===== config.mk =====
export PLATFORM = sky130hd
export DESIGN_NAME = line_render_ctrl
export DESIGN_NICKNAME = d
export VERILOG_FILES = /design/src/rtl/line_render_ctrl.sv
export SDC_FILE = /design/constraint.sdc
export NUM_CORES = 1
export LEC_CHECK = 0
export ABC_AREA = 1
export CAP_MARGIN = 20
export CORE_MARGIN = 10
export CORE_UTILIZATION = 26
export CTS_BUF_LIST = sky130_fd_sc_hd__clkbuf_8 sky130_fd_sc_hd__clkbuf_16
export CTS_CLUSTER_SIZE = 30
export DETAILED_ROUTE_END_ITERATION = 8
export HOLD_SLACK_MARGIN = 0.1
export PLACE_DENSITY = 0.61
export SYNTH_ARGS = -nofsm -noshare
export SYNTH_HDL_FRONTEND = slang
export SYNTH_SLANG_ARGS = --single-unit

===== constraint.sdc =====
create_clock -name clk -period 1.45 [get_ports clk]
set_input_delay 0.29 -clock clk [delete_from_list [all_inputs] [get_ports clk]]
set_output_delay 0.29 -clock clk [all_outputs]
set_load 0.01 [all_outputs]

===== src/rtl/line_render_ctrl.sv =====
// Per-scanline tile renderer: walks the 64 cells of one text row, fetching char code,
// 2bpp glyph row and palette colours, and streams 512 RGB332 pixels into a line RAM bank.
module line_render_ctrl (
  input  logic        clk,
  input  logic        rst,
  input  logic        line_start,
  input  logic [8:0]  line_y,
  input  logic        bank,
  output logic        char_en,
  output logic [11:0] char_addr,
  input  logic [7:0]  char_din,
  output logic        glyph_en,
  output logic [11:0] glyph_addr,
  input  logic [7:0]  glyph_din,
  output logic        pal_en,
  output logic [10:0] pal_addr,
  input  logic [7:0]  pal_din,
  output logic        line_we,
  output logic [9:0]  line_addr,
  output logic [7:0]  line_dout,
  output logic        busy,
  output logic        done,
  output logic        overrun
);

  typedef enum logic [2:0] {
    IDLE,
    CHAR,
    GLO,
    GHI,
    PIX,
    FLUSH
  } state_t;

  state_t      state, state_nx;
  logic [8:0]  y_q;
  logic        bank_q;
  logic [5:0]  col, col_nx;
  logic [2:0]  px, px_nx;
  logic [7:0]  code, lo, hi;
  logic        wr_pend;
  logic [9:0]  wr_addr;
  logic [7:0]  pix_src;
  logic [1:0]  idx;

  always_ff @(posedge clk) begin
    if (rst) begin
      state   <= IDLE;
      y_q     <= '0;
      bank_q  <= 1'b0;
      col     <= '0;
      px      <= '0;
      code    <= '0;
      lo      <= '0;
      hi      <= '0;
      wr_pend <= 1'b0;
      wr_addr <= '0;
      done    <= 1'b0;
      overrun <= 1'b0;
    end else begin
      state   <= state_nx;
      col     <= col_nx;
      px      <= px_nx;
      if (line_start) begin
        y_q    <= line_y;
        bank_q <= bank;
        if (state != IDLE) overrun <= 1'b1;
      end
      if (state == GLO) code <= char_din;
      if (state == GHI) lo <= glyph_din;
      if (state == PIX && px == 3'd0) hi <= glyph_din;
      // Write address is captured with the lookup so an abort cannot retarget it.
      wr_pend <= (state == PIX);
      wr_addr <= {bank_q, col, px};
      done    <= (state == FLUSH);
    end
  end

  always_comb begin
    state_nx = state;
    col_nx   = col;
    px_nx    = px;
    if (line_start) begin
      state_nx = CHAR;
      col_nx   = '0;
      px_nx    = '0;
    end else begin
      case (state)
        CHAR:  state_nx = GLO;
        GLO:   state_nx = GHI;
        GHI: begin
          state_nx = PIX;
          px_nx    = '0;
        end
        PIX: begin
          if (px == 3'd7) begin
            px_nx = '0;
            if (col == 6'd63) begin
              state_nx = FLUSH;
            end else begin
              col_nx   = col + 6'd1;
              state_nx = CHAR;
            end
          end else begin
            px_nx = px + 3'd1;
          end
        end
        FLUSH: state_nx = IDLE;
        default: state_nx = IDLE;
      endcase
    end
  end

  // The code byte is consumed straight off the char RAM port in GLO to keep 11 cycles/cell.
  always_comb begin
    pix_src = px[2] ? hi : lo;
    case (px[1:0])
      2'd0:    idx = pix_src[7:6];
      2'd1:    idx = pix_src[5:4];
      2'd2:    idx = pix_src[3:2];
      default: idx = pix_src[1:0];
    endcase
    char_en    = (state == CHAR);
    char_addr  = {y_q[8:3], col};
    glyph_en   = (state == GLO) || (state == GHI);
    glyph_addr = {((state == GLO) ? char_din : code), y_q[2:0], (state == GHI)};
    pal_en     = (state == PIX);
    pal_addr   = {code, idx, 1'b0};
    line_we    = wr_pend;
    line_addr  = wr_addr;
    line_dout  = wr_pend ? pal_din : '0;
    busy       = (state != IDLE);
  end

endmodule

After elaboration in Yosys (flattened, before gate mapping):

Cells that the tools add are included.

* bitwise logic cells: 1
* add/subtract/negate cells: 2
* order comparisons: 0
* divide/modulo/power cells: 0
* mux-type cells: 10
* equality and inequality tests: 11
* reductions and logical operators: 9
* multipliers: 0
* shift-type cells: 0

Operators with widths (number)
* two-way mux 8 bit: 3
* one-hot mux 3 bit (4 select lines): 1
* equality test 3 bit (second input constant): 3
* two-way mux 3 bit: 3
* adder 6 x 1 -> 6 bit (second input constant): 1
* equality test 3 x 2 -> 1 bit (second input constant): 2
* equality test 6 bit (second input constant): 1
* one-hot mux 2 bit (3 select lines): 1
* one-hot mux 3 bit (2 select lines): 1
* adder 3 x 1 -> 3 bit (second input constant): 1
* equality test 3 x 1 -> 1 bit (second input constant): 1
* zero test 3 bit: 1
* inequality test 3 x 2 -> 1 bit (second input constant): 1
* AND reduction 3 bit: 1
* nonzero test 3 bit: 1
* equality test 2 x 1 -> 1 bit (second input constant): 1
* equality test 2 bit (second input constant): 1
* zero test 2 bit: 1
* inequality test 2 x 1 -> 1 bit (second input constant): 1
* AND reduction 2 bit: 1
* nonzero test 2 bit: 1
* OR reduction 2 bit: 1
* logical AND 1 bit: 1
* logical OR 1 bit: 1
* other kinds (2): 2

* logic and storage cells: 46
* memories: 0
* ROM bits: 0
* output and inout port bits: 60
* flip-flop bits (word level): 59
* latch bits: 0
* memory bits (writable): 0
* input bits: 37

Longest topological paths before layout:

Gate-level depths: netlist (run 1).

* depth after elaboration: 5
* depth in mapped cells: 8
* gate-level depth less buffers: 8

Least setup slack after synthesis (run 1):

No wires, ideal clock.

* path kind: reg-to-output
* start point: register state[1]
* end point: output port glyph_addr[10]
* required time: 1160 ps
* cell stages (with the launch flop): 7
* path buffers: 0
* arrival: 1089 ps
* path slack: 71 ps
* cells stage by stage: dfxtp_1 -> inv_2 -> nor2_2 -> nand2_2 -> nand2_1 -> inv_1 -> a21oi_1

* cells in the longest elaborated chain, start to end: 2

Ends and longest elaborated chain
* from (decl): RTL line 35 `state_t state, state_nx;`
* from (signal assigned): RTL line 61 `state <= state_nx;`
* equality test 3 x 2 -> 1 bit: RTL line 126 `glyph_addr = {((state == GLO) ? char_din : code), y_q[2:0], (state == GHI)};`
* two-way mux 8 bit
* to (decl): RTL line 13 `output logic [11:0] glyph_addr,`

Every way passes these cells.

Worst setup path after layout (run 1):

* start point: register px[1]
* end point: output port pal_addr[2]

* cells in the longest elaborated chain, start to end: 2
* elaborated cells between the ends (all ways): 4
* those cells by class: eq/ne (2); mux (1); reduce/logical (1)

Ends and longest elaborated chain
* from (decl): RTL line 39 `logic [2:0] px, px_nx;`
* from (signal assigned): RTL line 63 `px <= px_nx;`
* equality test 2 bit, or another cell as far along: RTL line 117 `case (px[1:0])`
* one-hot mux 2 bit (3 select lines) (*): RTL line 117
* to (decl): RTL line 16 `output logic [10:0] pal_addr,`

Every way passes the cells marked *; elsewhere a longest branch is shown, timed or not.

==> results.json, run 1 <==
{
  "run_status": "finished, violations left",
  "violations": "setup timing",
  "avgSynthCellArea_um2": 7.21,
  "crit_chain": "buf_6 -> ha_4 -> a21oi_2 -> nand3_1 -> nand3_2 -> o21ai_2 -> buf_2",
  "area_delta_synth_final_pct": 84.4,
  "hold_viol_final": 0,
  "multi_input_area_mm2": 0.00131,
  "slew_violations": 0,
  "vdd_drop_max_v": 0.000529,
  "seqCellArea_mm2": 0.00120,
  "initialDrtViolationCount": 61,
  "timing.fmax_mhz": 575,
  "synth_cells": 344,
  "design.die.area_mm2": 0.0138,
  "rsz0062_at_grt": "true",
  "grt_pass1_vias": 2762,
  "cp.arrival_ps": 1450,
  "clk_latency_ps": 340,
  "crit_family": "flip-flops",
  "vias": 2717,
  "routed_via_density": 4.24,
  "ys_seq_area_share_pct": 47.6,
  "start_kind": "register",
  "routabilityCongestion": 0.882,
  "cts-root-buf": "clkbuf_8",
  "design_area_mm2": 0.00457,
  "drt-pass1-iter-count": 4,
  "crit_path_max_incr_delay_ps": 360,
  "layout_min_cycle_time_ps": 1740,
  "critical_path.endpoint_type": "primary output",
  "gr-total-overflow": 0,
  "antenna_found_initial": 0,
  "drt-wirelength-per-cell_um": 13.0,
  "layout_setup_ws_ps": -289,
  "p_leak_nw": 2.19,
  "final_layout_size_suffix_gt1_share_pct": 32.2,
  "critPathBufInv": 2,
  "cts_htree_levels": 3,
  "ys_types": 25,
  "std_cell_rows": 35,
  "tritoncts": "done",
  "die-height_um": 118,
  "crit_required_ps": 1160,
  "ys_warn_count": 0,
  "clk_pin_slew_ps": 70,
  "design.core.area_mm2": 0.00928,
  "cts_sinks": 59,
  "crit_fanout": 4,
  "period_share_pct": 120,
  "cts_buffers": 9,
  "port_buffers": 95,
  "cpMaxStageDelayCell": "dfxtp_4",
  "grtUsageTotal_pct": 11.4,
  "ys_ff_latch": 59,
  "start_util_pct": 26.7,
  "io_pins": 97,
  "wl_um": 8330,
  "dp.final_hpwl_um": 5850,
  "post-route-drc-count": 0,
  "diodes": 0,
  "nets": 550,
  "power-per-cell-area_mw_per_mm2": 852,
  "cts_hold_buf": 0,
  "netlist_area_mm2": 0.00248,
  "fin_util_pct": 49.2,
  "min_path_type": "reg2reg",
  "fin_worst_skew_ps": 12.9,
  "fill_cells": 951,
  "grt_pass1_wl_um": 13300,
  "placed_cell_area_mm2": 0.00393,
  "cap_viol_max_count": 0,
  "final_antenna_net_count": 0,
  "die_x_um": 118,
  "setup_viol": 19,
  "cts_buffer_depth": 2,
  "synth_nets": 387,
  "worstSetupPathType": "reg2out",
  "grt_max_degree": 27
}
==> final timing paths <==
check | from | endpoint | slack, ps | cells past startpoint
setup / recovery | px[1]$_SDFFE_PP0P_ | pal_addr[2] | -290 | 7
hold reg to reg | bank_q$_SDFFE_PP0P_ | line_addr[9]$_SDFF_PP0_ | 430 | 2
setup reg to reg | px[0]$_SDFFE_PP0P_ | col[2]$_SDFFE_PP0P_ | -130 | 12
hold / removal | bank_q$_SDFFE_PP0P_ | line_addr[9]$_SDFF_PP0_ | 430 | 2
==> cells by family (layout without fill, tap and decap cells) <==
| family | count (synthesis) | count (layout) | share of synthesized area, % |
|---|---|---|---|
| AOI/OAI and AO/OA | 61 | 61 | 13.5 |
| adders and majority gates | 6 | 6 | 3.03 |
| buffers and inverters | 66 | 233 | 10.4 |
| DFF | 59 | 59 | 47.6 |
| other | 1 | 1 | 0.151 |
| and+or+nand+nor | 151 | 152 | 25.3 |
==> cells in the mapped netlist <==
library cell | number | area, um2
a211oi_2 | 1 | 12.5
inv_1 | 53 | 199
nor3_4 | 1 | 16.3
conb_1 | 1 | 3.75
nor4_1 | 1 | 6.26
buf_4 | 1 | 7.51
nor2_2 | 3 | 18.8
ha_1 | 6 | 75.1
clkbuf_1 | 7 | 26.3
nand4_1 | 1 | 6.26
a21oi_1 | 19 | 95.1
nor2_1 | 75 | 282
a31oi_1 | 1 | 6.26
o21a_1 | 1 | 7.51
buf_6 | 1 | 11.3
a211oi_1 | 7 | 52.6
inv_2 | 4 | 15.0
nand3_2 | 1 | 10.0
o21ai_0 | 32 | 160
nor3_1 | 3 | 15.0
nor2_4 | 1 | 11.3
nand3_1 | 12 | 60.1
nand2_2 | 1 | 6.26
dfxtp_1 | 59 | 1180
nand2_1 | 52 | 195
==> timing repair <==
item | in CTS | in global routing
pin swaps | 20 | 23
setup buffers | 10 | 10
endpoints found under the hold margin | 0 | 0
gates resized for setup | 170 | 55
cloned | 1 | 1
setup endpoints to repair | 65 | 37
==> cell usage in the layout (no fill, tap or decap), types with 3 or more instances in the layout <==
cell type / Yosys / layout
nand3_1: 12 / 9
inv_4: 0 / 5
nor2_2: 3 / 5
nand2_2: 1 / 6
clkdlybuf4s50_1: 0 / 36
o21ai_2: 0 / 5
buf_4: 1 / 46
inv_1: 53 / 45
buf_6: 1 / 23
dfxtp_4: 0 / 5
ha_4: 0 / 5
dlygate4sd2_1: 0 / 42
nor2_1: 75 / 69
inv_2: 4 / 8
buf_2: 0 / 9
a21oi_2: 0 / 12
a21oi_1: 19 / 6
nand2_1: 52 / 45
o21ai_0: 32 / 24
o21ai_1: 0 / 3
dfxtp_1: 59 / 52
clkbuf_8: 0 / 12
nor2_4: 1 / 5
a211oi_1: 7 / 6
==> power breakdown <==
group | total [W] | switching, W | internal (W)
registers | 0.00167 | 0.0000203 | 0.00165
clock network | 0.00176 | 0.000650 | 0.00111
logic | 0.000467 | 0.000211 | 0.000255
==> sequential cells by signal (all words and copies together), names as in the netlist <==
signal     count
code           8
bank_q         1
overrun        1
hi             8
done           1
line_we        1
state          3
col            6
lo             8
line_addr     10
y_q            9
px             3
==> layout make-up <==
| type | instances | share of cell area, % |
|---|---|---|
| Clock inverter | 4 | 1.59 |
| Timing Repair Buffer | 160 | 31.4 |
| Clock buffer | 12 | 3.61 |
| Inverter | 57 | 4.95 |
| Sequential cell | 59 | 26.3 |
| Tap cell | 129 | 3.53 |
| Multi-Input combinational cell | 220 | 28.6 |
==> worst reg2reg max path: stages, from the launching register on <==
cell	delay, ps
dfxtp_4	380
buf_6	120
ha_4	160
buf_6	110
buf_6	100
ha_4	160
nand3_4	100
inv_4	70
buf_6	110
nand2_2	40
nand2_1	40
nand2_1	50
nor2_1	40
==> stage by stage <==
step / TNS [ps] / setup WS, ps / hold WS [ps] / instances / power (W)
finish: -2960 / -289 / 431 / 641 / 0.00389
global route: -4640 / -395 / 445 / 641 / 0.00406
CTS: -2910 / -311 / 434 / 633 / 0.00393
detailed placement: -7480 / -474 / 425 / 606 / 0.00216
global placement: -6980 / -414 / 418 / 606 / 0.00215
floorplan: 0 / 71.2 / 368 / 344 / 0.00186
==> layer usage <==
metal	up-vias	share of wire, %	global-route usage, %
li1	1402	-	-
met5	-	0	0
met4	0	0.98	3.09
met2	64	54	21.9
met3	10	5.2	3.69
met1	1241	39	11.4
(Power assumes the default switching activity.)
==> run 2: changes to the inputs <==
- CORE_UTILIZATION: 26 -> 24
- PLACE_DENSITY: 0.61 -> 0.58
==> run 2 against run 1 <==
Compared with the run above: the flow still finishes with violations (setup timing); sequential power is essentially flat; highest routed layer unchanged; register-to-register slack worse by 20 ps; critical path depth is the same; setup slack got worse by 22 ps; clock power decreased by 10%; final area fell by 4.1%.
==> results.json, run 2 (synthesis results as in run 1) <==
{
  "run_status": "finished, violations left",
  "violations": "setup timing",
  "die_x_um": 122,
  "gr-total-overflow": 0,
  "cp.arrival_ps": 1470,
  "grt_pass1_wl_um": 13200,
  "post-route-drc-count": 0,
  "layout_min_cycle_time_ps": 1760,
  "power-per-cell-area_mw_per_mm2": 845,
  "reg2reg_slack_ps": -150,
  "grtUsageTotal_pct": 11.0,
  "cts_buffer_depth": 2,
  "layout_setup_ws_ps": -310,
  "clk_pin_slew_ps": 70,
  "fin_worst_skew_ps": 8.25,
  "grt_pass1_vias": 2708,
  "r2r_start": "px[0]$_SDFFE_PP0P_",
  "std_cell_rows": 37,
  "area_delta_synth_final_pct": 76.8,
  "die-height_um": 122,
  "final_layout_size_suffix_gt1_share_pct": 28.3,
  "tritoncts": "done",
  "design.die.area_mm2": 0.0148,
  "regToRegEndpoint": "col[2]$_SDFFE_PP0P_",
  "final_common_cell": "nor2_1",
  "cts-root-buf": "clkbuf_8",
  "min_to": "line_addr[9]$_SDFF_PP0_",
  "final_cell_mix": "nor2_1 (73), dfxtp_1 (52), buf_4 (52), inv_1 (47), nand2_1 (46)",
  "rsz0062_at_grt": "true",
  "p_leak_nw": 2.13,
  "nets": 546,
  "io_pins": 97,
  "diodes": 0,
  "final_antenna_net_count": 0,
  "grt_max_degree": 27,
  "routed_via_density": 4.15,
  "setup_tns_ps": -3190,
  "start_kind": "register",
  "hold_viol_final": 0,
  "holdCritStartpoint": "bank_q$_SDFFE_PP0P_",
  "reg2reg_depth": 8,
  "fill_cells": 1073,
  "port_buffers": 95,
  "min_path_type": "reg2reg",
  "timing.fmax_mhz": 568,
  "dp.cells": 617,
  "holdPathStages": 2,
  "dp.final_hpwl_um": 6070,
  "vdd_drop_max_v": 0.000525,
  "initialDrtViolationCount": 89,
  "clk_latency_ps": 340,
  "period_share_pct": 121,
  "antenna_found_initial": 0,
  "design_area_mm2": 0.00439,
  "cts_htree_levels": 3,
  "cts_sinks": 59,
  "crit_required_ps": 1160,
  "multi_input_area_mm2": 0.00121,
  "slew_violations": 0,
  "finalNonFillerCells": 644,
  "vias": 2670,
  "start_util_pct": 24.3,
  "cts_buffers": 9,
  "critical_path.endpoint_type": "primary output",
  "worstSetupPathType": "reg2out",
  "routabilityCongestion": 0.813,
  "drt-pass1-iter-count": 4,
  "design.core.area_mm2": 0.0102,
  "wl_um": 8170,
  "placed_cell_area_mm2": 0.00396,
  "seqCellArea_mm2": 0.00120,
  "largest_register_ffs": 10,
  "crit_fanout": 4,
  "cap_viol_max_count": 0,
  "drt-wirelength-per-cell_um": 12.7,
  "setup_viol": 20
}
run 2: layout make-up:
| class | instances | area share [%] |
|---|---|---|
| tap | 136 | 3.88 |
| clock buffer | 11 | 3.45 |
| clock inverter | 5 | 1.40 |
| timing repair buffer | 156 | 31.1 |
| multi-input combinational | 220 | 27.6 |
| sequential | 59 | 27.4 |
| inverter | 57 | 5.11 |
run 2: power breakdown:
| group | switching [W] | internal (W) |
|---|---|---|
| combinational | 0.000203 | 0.000255 |
| sequential | 0.0000197 | 0.00165 |
| clock | 0.000686 | 0.000889 |
run 2: metal layers:
metal / share of wire, % / wire length [um] / track usage [%]
met5: 0 / 0 / 0
met3: 5.6 / 460 / 3.65
met2: 52 / 4280 / 19.9
met4: 1.2 / 96 / 3.28
met1: 41 / 3340 / 12.0
run 2: worst max-delay path by stage:
stage / end / startpoint / slack [ps]
final: pal_addr[1] / px[1]$_SDFFE_PP0P_ / -310
after global routing: pal_addr[1] / px[1]$_SDFFE_PP0P_ / -370
after CTS: pal_addr[2] / px[1]$_SDFFE_PP0P_ / -310
after detailed placement: pal_addr[1] / px[0]$_SDFFE_PP0P_ / -480
after global placement: pal_addr[1] / px[0]$_SDFFE_PP0P_ / -400
after floorplan: glyph_addr[10] / state[1]$_SDFFE_PP0P_ / 70
run 2: timing repair:
item | 4_1_cts | 5_1_grt
endpoints found under the setup margin | 66 | 34
hold buffers | 0 | 0
pin swaps | 4 | 10
resized for setup | 150 | 34
setup buffers | 4 | 6
cloned | 0 | 1
run 2: critical path, stage by stage (launching register included):
cell and delay (ps):
dfxtp_4 370, buf_6 120, ha_4 170, a21oi_2 120, nand3_1 80, nand3_1 80, o21ai_2 60, buf_2 140
run 2: stage by stage:
stage | power, W | worst slack, ps | util, % | hold slack [ps]
final | 0.00370 | -310 | 43.1 | 438
after global routing | 0.00388 | -375 | 43.1 | 482
after CTS | 0.00374 | -311 | 41.5 | 438
after detailed placement | 0.00217 | -475 | 38.9 | 429
after global placement | 0.00216 | -398 | 38.9 | 426
after floorplan | 0.00186 | 71.2 | - | 368
